--- config.mk ---
export PLATFORM = sky130hd
export DESIGN_NAME = mole_recorder
export DESIGN_NICKNAME = d
export VERILOG_FILES = /design/src/rtl/mole_recorder.sv
export SDC_FILE = /design/constraint.sdc
export NUM_CORES = 1
export LEC_CHECK = 0
export BUFFER_PORTS_ARGS = -buffer_cell sky130_fd_sc_hd__buf_2
export CORE_ASPECT_RATIO = 0.8
export CORE_UTILIZATION = 50
export DETAILED_ROUTE_END_ITERATION = 10
export PLACE_DENSITY = 0.78
export SLEW_MARGIN = 20
export SYNTH_ARGS = -nofsm -noshare
export SYNTH_HDL_FRONTEND = slang
export SYNTH_SLANG_ARGS = --single-unit
export TNS_END_PERCENT = 10
--- constraint.sdc ---
create_clock -name clk -period 10.7 [get_ports clk]
set_input_delay 1.605 -clock clk [delete_from_list [all_inputs] [get_ports clk]]
set_output_delay 1.605 -clock clk [all_outputs]
set_load 0.02 [all_outputs]
--- src/rtl/mole_recorder.sv ---
// mole_recorder: records a DIY mole schedule from pad stomps and plays it back.
//
// While recording, each accepted stomp stores {music_address, stomp_location}.
// Consecutive entries must be at least MIN_GAP addresses apart. During playback
// the entries are read in order. When the song reaches an entry's address, the
// block emits a one-cycle request_mole with that entry's location.
//
// Optional feature macro: MOLE_REC_LOOP_EN. When it is defined, playback does
// not finish. After the last entry the block waits in WRAP until the song
// restarts, then replays from entry 0.
//
// Ports:
//   clk, reset_n       clock; asynchronous active-low reset
//   record_start       pulse: clear buffer and start recording
//   record_stop        pulse: stop recording
//   play_start         pulse: start playback from entry 0
//   stomp              one-cycle pad press; stomp_location valid with it
//   music_address      current audio sample address (monotonic within a song)
//   request_mole       one-cycle pulse per played entry
//   mole_location      location of the last played entry (held)
//   count, full        number of valid entries; count == DEPTH
//   recording, playing status flags
//   done               one-cycle pulse when playback finishes
//   dbg_state          current FSM state, for observation
//
// Handshake: the block has no valid/ready pairs. Every input is sampled on the
// rising clock edge. Every output event is a single-cycle pulse with no
// backpressure.
module mole_recorder #(
    parameter int          DEPTH   = 16,
    parameter logic [22:0] MIN_GAP = 23'h2000
) (
    input  logic                     clk,
    input  logic                     reset_n,
    input  logic                     record_start,
    input  logic                     record_stop,
    input  logic                     play_start,
    input  logic                     stomp,
    input  logic [2:0]               stomp_location,
    input  logic [22:0]              music_address,
    output logic                     request_mole,
    output logic [2:0]               mole_location,
    output logic [$clog2(DEPTH):0]   count,
    output logic                     full,
    output logic                     recording,
    output logic                     playing,
    output logic                     done,
    output logic [2:0]               dbg_state
);

    localparam int            AW      = $clog2(DEPTH);
    localparam logic [AW:0]   DEPTH_C = (AW+1)'(DEPTH);

    typedef enum logic [2:0] {
        IDLE   = 3'd0,
        RECORD = 3'd1,
        PLAY   = 3'd2,
        MOLE   = 3'd3
`ifdef MOLE_REC_LOOP_EN
        ,WRAP  = 3'd4
`endif
    } state_t;

    state_t       state_q, state_d;
    logic [AW:0]  count_q, count_d;
    logic [AW:0]  rd_ptr_q, rd_ptr_d;
    logic         last_valid_q, last_valid_d;
    logic [22:0]  last_addr_q, last_addr_d;
    logic [2:0]   mole_loc_q, mole_loc_d;
    logic         done_q, done_d;
    logic         wr_en;

    logic [25:0]  mem_q [DEPTH];
    logic [25:0]  rd_entry;
    logic         stomp_ok;

    assign rd_entry = mem_q[rd_ptr_q[AW-1:0]];

    // The gap sum is formed at 24 bits so that a late last_addr cannot wrap.
    // A lower address then never passes the check.
    assign stomp_ok = stomp && (count_q != DEPTH_C) &&
                      (!last_valid_q ||
                       ({1'b0, music_address} >= ({1'b0, last_addr_q} + {1'b0, MIN_GAP})));

`ifdef MOLE_REC_LOOP_EN
    logic [AW-1:0] last_idx;
    logic [25:0]   last_entry;
    assign last_idx   = AW'(count_q - 1'b1);
    assign last_entry = mem_q[last_idx];
`endif

    always_comb begin
        state_d      = state_q;
        count_d      = count_q;
        rd_ptr_d     = rd_ptr_q;
        last_valid_d = last_valid_q;
        last_addr_d  = last_addr_q;
        mole_loc_d   = mole_loc_q;
        done_d       = 1'b0;
        wr_en        = 1'b0;

        case (state_q)
            IDLE: begin
                if (record_start) begin
                    state_d      = RECORD;
                    count_d      = '0;
                    last_valid_d = 1'b0;
                end else if (play_start) begin
                    state_d  = PLAY;
                    rd_ptr_d = '0;
                end
            end
            RECORD: begin
                // A stomp that arrives with record_stop is still captured.
                if (stomp_ok) begin
                    wr_en        = 1'b1;
                    count_d      = count_q + 1'b1;
                    last_valid_d = 1'b1;
                    last_addr_d  = music_address;
                end
                if (record_stop || (count_d == DEPTH_C)) begin
                    state_d = IDLE;
                end
            end
            PLAY: begin
                if (record_start) begin
                    state_d      = RECORD;
                    count_d      = '0;
                    last_valid_d = 1'b0;
                end else if (rd_ptr_q == count_q) begin
`ifdef MOLE_REC_LOOP_EN
                    if (count_q != '0) begin
                        state_d = WRAP;
                    end else begin
                        done_d  = 1'b1;
                        state_d = IDLE;
                    end
`else
                    done_d  = 1'b1;
                    state_d = IDLE;
`endif
                end else if (music_address >= rd_entry[25:3]) begin
                    // The >= comparison fires even if the song skipped past
                    // the exact recorded address.
                    mole_loc_d = rd_entry[2:0];
                    rd_ptr_d   = rd_ptr_q + 1'b1;
                    state_d    = MOLE;
                end
            end
            MOLE: begin
                if (record_start) begin
                    state_d      = RECORD;
                    count_d      = '0;
                    last_valid_d = 1'b0;
                end else begin
                    state_d = PLAY;
                end
            end
`ifdef MOLE_REC_LOOP_EN
            WRAP: begin
                if (record_start) begin
                    state_d      = RECORD;
                    count_d      = '0;
                    last_valid_d = 1'b0;
                end else if (music_address < last_entry[25:3]) begin
                    // The address fell below the last entry, so the song
                    // has restarted.
                    rd_ptr_d = '0;
                    state_d  = PLAY;
                end
            end
`endif
            default: state_d = IDLE;
        endcase
    end

    always_ff @(posedge clk or negedge reset_n) begin
        if (!reset_n) begin
            state_q      <= IDLE;
            count_q      <= '0;
            rd_ptr_q     <= '0;
            last_valid_q <= 1'b0;
            last_addr_q  <= '0;
            mole_loc_q   <= '0;
            done_q       <= 1'b0;
        end else begin
            state_q      <= state_d;
            count_q      <= count_d;
            rd_ptr_q     <= rd_ptr_d;
            last_valid_q <= last_valid_d;
            last_addr_q  <= last_addr_d;
            mole_loc_q   <= mole_loc_d;
            done_q       <= done_d;
        end
    end

    // Buffer contents are don't-care after reset, so this storage has no reset.
    always_ff @(posedge clk) begin
        if (wr_en) begin
            mem_q[count_q[AW-1:0]] <= {music_address, stomp_location};
        end
    end

    assign request_mole  = (state_q == MOLE);
    assign mole_location = mole_loc_q;
    assign count         = count_q;
    assign full          = (count_q == DEPTH_C);
    assign recording     = (state_q == RECORD);
`ifdef MOLE_REC_LOOP_EN
    assign playing       = (state_q == PLAY) || (state_q == MOLE) || (state_q == WRAP);
`else
    assign playing       = (state_q == PLAY) || (state_q == MOLE);
`endif
    assign done          = done_q;
    assign dbg_state     = state_q;

endmodule
Word-level counts from Yosys, hierarchy flattened. Memories as Yosys holds them, arrays and structs flattened. Cells that the tools add are included.

Add/sub/neg operators: 3. Order comparisons: 2. Equal/unequal tests: 17. Multiplexer cells: 28. Bitwise operators: 2. Reduce and logical (&&, ||, !) cells: 16.

Operators with widths (count): $mux 5 (8); $add 23x14->24 const B (1); $ge 23x24->1 (1); $ge 23x23->1 (1); $pmux 5 s2 (2); $mux 3 (6); $pmux 3 s4 (1); $add 5x1->5 const B (2); $eq 5x5->1 const B (2); $ne 2x2->1 const B (5); $mux 1 (9); $eq 3x2->1 const B (2); $ne 2x1->1 const B (3); $reduce_and 3->1 (2); $reduce_and 6->1 (1); $eq 5x5->1 (1); $ne 5x5->1 const B (1); $ne 4x4->1 const B (1); $reduce_and 2->1 (2); $reduce_and 4->1 (1); $reduce_bool 2->1 (2); $eq 3x1->1 const B (1); $logic_not 3->1 (1); $logic_or 1x1->1 (3); other kinds (7) (9).

Register bits: 41. Bits in writable memories: 416. Input port bits: 32. Memories: 1.

Memories: mem_q (depth 16, bits a word 26, rd ports 1, clocked after memory_dff 0, write ports 1, RTL line 73) `logic [25:0] mem_q [DEPTH];`.

Longest topological paths before layout. Gate-level depths: netlist of the first run.

Depth in word-level cells: 10. Mapped depth: 15.

Least setup slack after synthesis of the first run. OpenSTA, ideal clock, no wires.

Kind: input-to-reg. Start: input port music_address[21]. End: memory mem_q[2][0] (enable). Setup time: 0.475 ns. Arrival: 5.621 ns. Data required time: 10.225 ns. Setup slack: 4.604 ns. Stages on the path: 8. Path buffers: 1. Path through: ha_1 > a21o_1 > a21oi_1 > a211oi_1 > o21ba_2 > nor3_2 > buf_2 > nor4bb_1.

Longest elaborated chain between the ends: 7.

RTL lines: start, declared (RTL line 40) `input logic [22:0] music_address,`; $ge 23x24->1 (RTL line 83) `({1'b0, music_address} >= ({1'b0, last_addr_q} + {1'b0, MIN_GAP})));`; $logic_or 1x1->1 (RTL line 82) `(!last_valid_q ||`; $logic_and 1x1->1 (RTL line 81) `assign stomp_ok = stomp && (count_q != DEPTH_C) &&`; $mux 1 (RTL line 115) `if (stomp_ok) begin`; $mux 1 (RTL line 102) `case (state_q)`; $mux 1 (RTL line 199) `if (wr_en) begin`; $mux 1 (implied by the code) (RTL line 200) `mem_q[count_q[AW-1:0]] <= {music_address, stomp_location};`; end, declared (RTL line 73).

No other way between the ends.

Worst setup path in the final report of the first run.
Start: register rd_ptr_q[0]. End: register rd_ptr_q[3].

Longest elaborated chain between the ends: 5.

RTL lines: start, declared (RTL line 66) `logic [AW:0] rd_ptr_q, rd_ptr_d;`; start signal, assigned (RTL line 189) `rd_ptr_q <= rd_ptr_d;`; parallel branches: the longest is 5 deep, another holds $mem_v2 16x26.

Parallel ways; which one is timed is not known. The select of a mux whose other input is x is not followed. A chain may end at the register's enable or synchronous reset.

==> impl_results.md, run 1 <==
* Status: finished with violations
* Failing checks: DRC
* H-tree level count at 2
* Max FO, Critical Path at between 40 and 50
* Worst Hold Endpoint: mole_location[2]$_DFFE_PN0P_
* DRC at 3
* DP Wirelength at 22090 um
* Clk buf depth at 3
* Hold Slack at 0.5211 ns
* Reg2reg end: rd_ptr_q[3]$_DFFE_PN0P_
* Area growth, synth to finish at 11.54%
* Req. time, crit path at 11.13 ns
* Vias post-DR at 9427
* Critical Path, Cell by Cell: buf_4, mux4_2, mux4_2, inv_1, ha_1, nand3_1, o221ai_1, a21oi_1, a2111oi_2, o21ai_0, or2_2, a311o_1
* CTS resizes at 0
* Final nets at 1112
* Initial antenna violation count at 1
* Min Clock Period, post-route at 5.460 ns
* Core Region at approximately 37000 sq um
* Worst Min Path Start: mole_location[2]$_DFFE_PN0P_
* FF/Latch Area at 13500 sq um
* Final Hold Viols at 0
* Worst r2r src: rd_ptr_q[0]$_DFFE_PN0P_
* Fillers at roughly 2700
* Post-synthesis sequential area ratio at 71.11%
* Cell count of the worst reg-to-reg path at 12
* Area occupied by multi-input gates at 5149 sq um
* Post-Syn Area at 18980 sq um
* RSZ-0062 raised after global routing: no
* Slowest cell delay on critical path at 0.78 ns
* Post-CTS Hold Fix Bufs at 0
* Maximum clock frequency at 0.1831 GHz
* Worst-path clk slew at 0.07 ns
* CTS tree: done
* Leak at approximately 7 nW
* First-pass GRT wire length at 60430 um
* Final setup viols at 0
* Placed cell area at 19760 sq um
* Drt first pass iters at 8
* Gate count after technology mapping at slightly below 1000
* Hold/Removal Path Class: reg2reg
* TritonCTS Buffers at 41
* Slew Limit Headroom at between 20% and 30%
* Average routed wire per standard cell at 26.18 um
* TNS Setup at 0 ns
* Vias in the first global route at 9486
* Maximum number of pins on one net before global-route repair at 57
* DRT antenna net count at 0
* GP Congestion at 0.8033
* Initial Util at roughly half
* Fraction of registers with async set/reset at 8.772%
* Worst Hold Depth at 1
* Most frequent cells in the layout: edfxtp_1, mux4_2, ha_1, inv_1, buf_2
* Die area at 38740 sq um
* Synth unique cells at 55
* Root Driver: clkbuf_16
* CP dominant cell by count: mux4_2
* Syn nets at 1055
* Max cap viols at 0
* CP Launch Type: register
* Clock Sinks at between 400 and 500
* CP Class: reg2reg
* Vias per cell at 6.110
* Die width at ~220 um
* Post-synth EDFFs at around 420
* Most common cell after layout, fill and taps aside: edfxtp_1
* Max-slew violations at 0
* Clock Skews at 0.01910 ns
* Worst slew pin tran at 1.063 ns
* Row count at 63
* Arrival time worst endpoint at 5.89 ns
* Num ports at 48
* Global Route Usage Sum at a little over a fifth
* Die span in y at 176.2 um
* Antenna diode count at 0
* Yosys warns at 0
* Peak supply drop at 0.1444 mV
* Slowest cell on crit path: buf_4
* Yosys reg bits at approximately 460
* Clock insertion delay at the later pin of the skew report at 0.55 ns
* Reg-to-reg slack, setup at 5.24 ns
* # Post-CTS Setup Buffers at 0
* Fin area at 21170 sq um
* Pwr Density at 204.4 nW/um^2
* Buffers on Ports at 46
* Ys flop type: edfxtp_1
* Worst Setup End Kind: register
* Ratio of cells with drive above 1 in the final layout at 28.03%
* Critical path origin: rd_ptr_q[0]$_DFFE_PN0P_
* Tcrit/Tclk final at 51.03%
* 1st-iter DRT viols at 979
* Synth Area per Inst at 19.62 sq um
* Drt total wl at 40390 um
* Overflow after GRT at 0
[worst max-delay path by stage]
stage	to	cells after the start
final	rd_ptr_q[3]$_DFFE_PN0P_	12
after global routing	rd_ptr_q[3]$_DFFE_PN0P_	12
after floorplan	mem_q[2][0]$_DFFE_PP_	8
after global placement	mem_q[2][5]$_DFFE_PP_	11
after CTS	rd_ptr_q[3]$_DFFE_PN0P_	12
after detailed placement	mem_q[2][5]$_DFFE_PP_	11
[per-layer routing]
layer  vias up  part of all wire [%]  GRT usage [%]
met5         -                 0.037              0
met4         2                   1.6          4.540
met3        55                   6.9          3.549
met2       367                    48          33.71
met1      4972                    44          32.21
li1       4031                     -              -
[cells by family after synthesis]
logic type	after synthesis	synth area share, %
flip-flops	456	71.11
multiplexers	148	16.47
AND/OR/NAND/NOR	116	3.284
buffers and inverters	95	2.031
AO/OA/AOI/OAI	79	2.657
adder cells (fa/ha/maj)	56	3.692
XOR/XNOR	16	0.7385
other	1	0.01976
[synth_stat cells (2+ instances only)]
| cell | instances | area, sq um |
|---|---|---|
| a211o_1 | 2 | 17.52 |
| a211oi_1 | 3 | 22.52 |
| a21o_1 | 5 | 37.54 |
| a21oi_1 | 16 | 80.08 |
| a311o_1 | 2 | 20.02 |
| a31oi_1 | 2 | 12.51 |
| a41oi_1 | 2 | 17.52 |
| and2_1 | 6 | 37.54 |
| and3_1 | 8 | 50.05 |
| and4bb_2 | 2 | 25.02 |
| buf_1 | 3 | 11.26 |
| buf_2 | 14 | 70.07 |
| buf_4 | 3 | 22.52 |
| clkbuf_1 | 22 | 82.58 |
| dfrtp_1 | 40 | 1001 |
| edfxtp_1 | 416 | 12490 |
| ha_1 | 56 | 700.7 |
| inv_1 | 53 | 198.9 |
| mux2_2 | 14 | 157.7 |
| mux2i_1 | 4 | 40.04 |
| mux4_2 | 130 | 2928 |
| nand2_1 | 33 | 123.9 |
| nand2b_1 | 4 | 25.02 |
| nand3_1 | 15 | 75.07 |
| nand4_1 | 7 | 43.79 |
| nor2_1 | 15 | 56.30 |
| nor2b_1 | 3 | 18.77 |
| nor3_1 | 7 | 35.03 |
| nor4_1 | 2 | 12.51 |
| o211ai_1 | 4 | 30.03 |
| o21a_1 | 4 | 30.03 |
| o21ai_0 | 30 | 150.1 |
| or2_2 | 3 | 18.77 |
| or3_1 | 2 | 12.51 |
| xnor2_1 | 8 | 70.07 |
| xor2_1 | 8 | 70.07 |
[flip-flops by register name (all words and copies together), names as in the netlist]
signal         flops
last_addr_q       23
done               1
last_valid_q       1
mole_location      3
rd_ptr_q           5
mem_q            416
dbg_state          2
count              5
[report_power, final]
part           switching, W  internal (W)  total, W
Clock              0.000655      0.000886   0.00154
Combinational      0.000383      0.000308  0.000690
Sequential        0.0000643       0.00203   0.00210
Total               0.00110       0.00322   0.00433
[worst max-delay path, delay by kind of cell (launching register included)]
kind / cells / cell delay, ns
fa+ha+maj: 1 / 0.14
mux: 2 / 1.09
flops: 1 / 0.76
simple gates: 2 / 0.52
buf+inv: 2 / 0.87
compound gates: 5 / 1.88
[metrics by stage]
stage / std cells / utilization, % / total power [W] / setup WS, ns
floorplan: 967 / - / 0.002609 / 4.604
global placement: 1468 / 53.11 / 0.002790 / 5.246
detailed placement: 1468 / 53.11 / 0.002814 / 5.189
CTS: 1543 / 56.88 / 0.004338 / 5.205
global route: 1543 / 56.89 / 0.004481 / 4.960
finish: 1543 / 56.89 / 0.004326 / 5.240
[layout make-up]
| type | count | share of cell area [%] |
|---|---|---|
| clock inverters | 26 | 1.425 |
| inverters | 53 | 0.9399 |
| multi-input cells | 416 | 24.33 |
| well taps | 487 | 2.879 |
| flip-flops and latches | 456 | 63.80 |
| repair buffers | 56 | 1.442 |
| clock buffers | 49 | 5.190 |
No activity file was read; power rests on OpenSTA's default activity.
==> run 2, diff against run 1 <==
Clock period 10.7 ns to 5.5 ns, I/O delays scaled along.
==> run 2 against run 1 <==
Net effect: the flow still finishes with violations (DRC); clock skew rose by 0.0020 ns; worst hold slack got worse by 0.24 ns; power is 96% higher; sequential power is 94% higher; cell count up 1.7%; final area grew 1.3%; worst setup slack worse by 4.4 ns.
==> impl_results.md, run 2 (synthesis gave the netlist of run 1 again) <==
* Pint at roughly 0.0063 W
* Overflow after GRT at 0
* Maximum clock frequency at approximately 0.21 GHz
* Clk buf depth at 3
* Peak supply drop at 0.2401 mV
* Slowest cell delay on critical path at between 0.6 and 0.7 ns
* Bufs and invs on worst path at 1
* DRT antenna net count at 0
* Combinational share of power at 16.2%
* Num ports at 48
* Min Clock Period, post-route at 4.679 ns
* Global Route Usage Sum at 22.17%
* Ratio of cells with drive above 1 in the final layout at 29.76%
* Fillers at 2688
* Vias per cell at 6.138
* Post-CTS Hold Fix Bufs at 0
* Req. time, crit path at about 5.9 ns
* Finished Layout Cells at ~1600
* Pre-CTS WS at roughly 0.83 ns
* Pwr Density at 394.8 nW/um^2
* 1st-iter DRT viols at 1058
* Clock share of power at 35.8%
* Failing checks: DRC
* Placed Cells at 1492
* Initial antenna violation count at 1
* Worst-path clk slew at 0.07 ns
* Most frequent cells in the layout: edfxtp_1, mux4_2, ha_1, inv_1, buf_2
* Hold/Removal Path Class: in2async
* RSZ-0062 raised after global routing: no
* Core Region at 37210 sq um
* Top delay family on crit path: compound AO/OA/AOI/OAI gates
* Max-slew violations at 0
* GP Congestion at about 0.85
* Arrival time worst endpoint at approximately 5.1 ns
* DRC at 2
* Buffers on Ports at 46
* Final nets at 1137
* Average routed wire per standard cell at 26.27 um
* Tcrit/Tclk final at 85.07%
* CP Class: reg2reg
* Fin area at 21430 sq um
* First-pass GRT wire length at 61660 um
* Max FO, Critical Path at 31
* Final setup viols at 0
* Leak at 7.155 nW
* Maximum number of pins on one net before global-route repair at 46
* Vias in the first global route at about 9700
* PnR worst setup slack at 0.8214 ns
* Status: finished with violations
* Sw Share at around 25%
* Max FFs per register at 416
* Worst slew pin tran at 1.074 ns
* NetSw at ~0.0021 W
* Worst Setup End Kind: register
* Clock Sinks at around 460
* Slew Limit Headroom at between 20% and 30%
* DP Wirelength at 23710 um
* TNS Setup at 0 ns
* TritonCTS Buffers at 42
* Clock Skews at 0.02106 ns
* H-tree level count at 2
* Hold Slack at about 0.28 ns
* Critical Path, Cell by Cell: buf_12, mux4_2, mux4_2, ha_1, nand3_1, a31oi_1, o21ai_0, a2111oi_2, o21ai_0, or2_2, a311o_1
* Die span in y at ~180 um
* # Post-CTS Setup Buffers at 0
* Initial Util at 51.00%
* Placed cell area at 19990 sq um
* Flop pwr share at 48.1%
* Die width at between 200 and 250 um
* Root Driver: clkbuf_16
* Clock insertion delay at the later pin of the skew report at around 0.55 ns
* Die area at 38740 sq um
* Drt first pass iters at 8
* Most common cell after layout, fill and taps aside: edfxtp_1
* CTS resizes at 0
* Max cap viols at 0
* CTS tree: done
* CP Launch Type: register
* Drt total wl at 41250 um
* Area growth, synth to finish at 12.94%
* Row count at 63
* Slowest cell on crit path: dfrtp_4
* Vias post-DR at 9637
* Final Hold Viols at 0
run 2: cell types whose count changed in the layout (fill, tap and decap cells not counted):
cell and delta:
clkbuf_8 +2, and4bb_2 +1, inv_6 +2, and4bb_4 -1, buf_2 -1, clkinv_1 +3
buf_4 +21, buf_12 +4, diode_2 +1, clkbuf_1 -3, clkinv_2 -2
run 2: area by class of cell:
class                      count  area [sq um]  area share (%)
sequential                   456         13500           63.00
multi-input combinational    416          5145           24.01
clock buffer                  48          1115           5.202
tap                          487         609.3           2.843
timing repair buffer          80         538.0           2.510
clock inverter                29         320.3           1.495
inverter                      53         198.9          0.9283
antenna                        1         2.502         0.01168
run 2: metrics by stage:
stage                     utilization [%]  total power (W)
after floorplan                         -         0.005076
after global routing                57.60         0.008791
final                               57.60         0.008462
after detailed placement            53.73         0.005486
after global placement              53.73         0.005442
after CTS                           57.59         0.008502
run 2: power by group through the flow:
stage	Clock (W)	Combinational, W	Sequential (W)
detailed placement	0	0.00135	0.00414
global placement	0	0.00131	0.00413
finish	0.00303	0.00137	0.00407
global route	0.00320	0.00151	0.00409
CTS	0.00307	0.00137	0.00407
floorplan	0	0.000954	0.00412
run 2: layer usage:
layer	global-route usage, %	wire length (um)
met1	32.81	17490
met5	0	0
met4	5.201	739
met3	3.928	3356
met2	34.59	19660
run 2: path summary, 6_finish.rpt:
kind	startpoint	end	slack, ns	depth (start not counted)
max	rd_ptr_q[0]$_DFFE_PN0P_	rd_ptr_q[3]$_DFFE_PN0P_	0.82	11
min	reset_n	last_addr_q[21]$_DFFE_PN0P_	0.28	1
max reg2reg	rd_ptr_q[0]$_DFFE_PN0P_	rd_ptr_q[3]$_DFFE_PN0P_	0.82	11
min reg2reg	mole_location[2]$_DFFE_PN0P_	mole_location[2]$_DFFE_PN0P_	0.52	1
max in group asynchronous	reset_n	rd_ptr_q[1]$_DFFE_PN0P_	4.76	1
min in group clk	mole_location[2]$_DFFE_PN0P_	mole_location[2]$_DFFE_PN0P_	0.52	1
==> run 3, diff against run 2 <==
Settings changed: ABC_AREA set to 1.
==> run 3 against run 2 <==
Net effect: the flow still finishes with violations (DRC); die area is 0.86% higher; sequential power hardly changed; non-clock buffer count is 1 lower; critical path depth is 3 higher; flip-flop and latch count stayed put; maximum frequency is 1.9% higher; worst hold slack better by 0.17 ns; worst setup slack better by 0.086 ns; synthesized area is 0.86% higher; core utilization is 0.38 points lower; cell count is 34% higher; global-route usage is 3.3 points higher; highest routed layer unchanged.
==> impl_results.md, run 3 <==
* Status: finished with violations
* Failing checks: DRC
* Max FFs per register at approximately 420
* Buffers on Ports at between 40 and 50
* Arrival time worst endpoint at 5.04 ns
* H-tree level count at 2
* RSZ-0062 raised after global routing: no
* Tcrit/Tclk final at 83.50%
* # Post-CTS Setup Buffers at 0
* Initial antenna violation count at 1
* Reg2reg end: mole_location[2]$_DFFE_PN0P_
* Fraction of registers with async set/reset at about 8.8%
* Max cap viols at 0
* Post-Syn Area at 19140 sq um
* Ratio of cells with drive above 1 in the final layout at approximately 11%
* TNS Setup at 0 ns
* Hold/Removal Path Class: in2async
* Die span in y at roughly 180 um
* Post-synth EDFFs at 416
* Synth Area per Inst at 12.40 sq um
* Area growth, synth to finish at 11.70%
* Num ports at 48
* Most common cell after layout, fill and taps aside: edfxtp_1
* GP Congestion at approximately 0.88
* First-pass GRT wire length at approximately 74000 um
* Yosys warns at 0
* CP Launch Type: register
* Root Driver: clkbuf_16
* Clk buf depth at 3
* Global Route Usage Sum at 25.50%
* Maximum clock frequency at 0.2178 GHz
* Core Region at 37360 sq um
* Gate count after technology mapping at around 1500
* Most frequent cells in the layout: edfxtp_1, nor2_1, o21ai_0, nand2_1, o22ai_1
* Clock insertion delay at the later pin of the skew report at 0.56 ns
* Peak supply drop at 0.5243 mV
* Final Hold Viols at 0
* Ys flop type: edfxtp_1
* Drt first pass iters at 9
* CP Class: reg2reg
* Row count at 63
* Worst slew pin tran at 1.044 ns
* Die area at 39070 sq um
* Average routed wire per standard cell at 23.35 um
* DRC at 1
* Final nets at 1664
* Initial Util at 51.23%
* Vias in the first global route at 12330
* 1st-iter DRT viols at 1887
* Worst-path clk slew at approximately 0.070 ns
* Largest cells by area after synthesis: edfxtp_1, o21ai_0, nor2_1
* Reg-to-reg slack, setup at 0.91 ns
* CTS resizes at 0
* Max-slew violations at 0
* Clock Skews at 0.01646 ns
* Post-CTS Hold Fix Bufs at 0
* Synth unique cells at 37
* Yosys top cell by area: edfxtp_1
* Overflow after GRT at 0
* Cell count of the worst reg-to-reg path at 14
* CTS tree: done
* Leak at ~7.4 nW
* Post-synthesis sequential area ratio at a little over 70%
* Vias per cell at 6.232
* Slew Limit Headroom at 30.24%
* Syn nets at about 1600
* Worst r2r src: rd_ptr_q[1]$_DFFE_PN0P_
* Clock Sinks at 456
* Most frequent cells after synthesis: edfxtp_1, nor2_1, o21ai_0
* Max FO, Critical Path at 30
* Maximum number of pins on one net before global-route repair at 212
* Yosys reg bits at about 460
* Final setup viols at 0
* Min Clock Period, post-route at 4.592 ns
* Pwr Density at 450.1 nW/um^2
* Synth top area share at between 60% and 70%
* Vias post-DR at 13070
* DRT antenna net count at 0
* DP Wirelength at 27990 um
* Req. time, crit path at between 5 and 6 ns
* Antenna diode count at 0
* Count leader, synth: edfxtp_1
* Worst Setup End Kind: register
* Drt total wl at ~50000 um
* Post-layout util at 57.22%
* Die width at 220.7 um
* TritonCTS Buffers at between 40 and 50
## run 3: cell count changes in the layout (fill, tap and decap cells not counted), moves of 10 or more
cell / before / now
o22ai_1: 1 / 65
mux4_2: 130 / 0
inv_1: 53 / 43
nand2_1: 33 / 131
a221oi_1: 0 / 25
nor2_4: 1 / 13
o21ai_0: 30 / 250
nor2_1: 14 / 260
mux2_2: 14 / 0
o221ai_1: 1 / 34
## run 3: cell type report
cell class | instances | area, sq um
Clock inverter | 31 | 212.7
Sequential cell | 456 | 13500
Clock buffer | 48 | 1157
Tap cell | 487 | 609.3
Fill cell | 2909 | 15980
Timing Repair Buffer | 79 | 503.0
Inverter | 48 | 187.7
Multi-Input combinational cell | 948 | 5211
## run 3: per-stage QoR
| step | cells | area [sq um] | setup slack, ns | total power [W] | hold slack, ns |
|---|---|---|---|---|---|
| after global placement | 2018 | 20010 | 1.146 | 0.006639 | 0.4783 |
| after global routing | 2097 | 21380 | 0.6669 | 0.01005 | 0.5108 |
| after detailed placement | 2018 | 20010 | 1.012 | 0.006730 | 0.5016 |
| after CTS | 2097 | 21380 | 0.9272 | 0.009583 | 0.4643 |
| after floorplan | 1543 | 19140 | 0.8809 | 0.005894 | 0.4570 |
| final | 2097 | 21380 | 0.9076 | 0.009622 | 0.4467 |
## run 3: worst max-delay path, stage by stage (launching register included)
cell      delay (ns)
dfrtp_2         0.87
inv_2           0.38
buf_4           0.36
o21ai_0         0.14
o221ai_1        0.17
nand2_1         0.13
nor2_1          0.05
a221oi_1        0.35
ha_1            0.28
nand4_1         0.16
nor4_1          0.43
nand3b_1        0.15
nand4_1         0.23
nand4_1         0.40
o21ai_0         0.34
## run 3: worst max-delay path by stage
stage	cells past startpoint	slack, ns	startpoint	to
CTS	14	0.93	rd_ptr_q[0]$_DFFE_PN0P_	mole_location[2]$_DFFE_PN0P_
floorplan	16	0.88	last_addr_q[15]$_DFFE_PN0P_	mem_q[11][0]$_DFFE_PP_
detailed placement	14	1.01	rd_ptr_q[0]$_DFFE_PN0P_	mole_location[1]$_DFFE_PN0P_
finish	14	0.91	rd_ptr_q[1]$_DFFE_PN0P_	mole_location[2]$_DFFE_PN0P_
global placement	14	1.15	rd_ptr_q[0]$_DFFE_PN0P_	mole_location[0]$_DFFE_PN0P_
global route	16	0.67	rd_ptr_q[1]$_DFFE_PN0P_	rd_ptr_q[4]$_DFFE_PN0P_
## run 3: metal layers
metal / track usage (%) / up-vias / wire [um]
li1: - / 5771 / -
met1: 38.16 / 6373 / 20090
met2: 37.58 / 813 / 21500
met3: 4.416 / 111 / 5709
met4: 9.047 / 0 / 1660
met5: 0 / - / 0
## run 3: report_power, final
part           internal (W)  switching (W)  leakage [nW]
logic              0.000826        0.00180          2.53
clock network       0.00161        0.00129         0.650
registers           0.00396       0.000139          4.25
total               0.00640        0.00323          7.43
## run 3: kinds of logic after synthesis
logic type	count (synthesis)	share of synthesized area (%)
AOI/OAI and AO/OA	414	12.54
xor gates and xnor gates	15	0.6864
adders and majority gates	56	3.661
buffers and inverters	139	2.876
DFF	456	70.50
other	1	0.01959
and+or+nand+nor	462	9.714
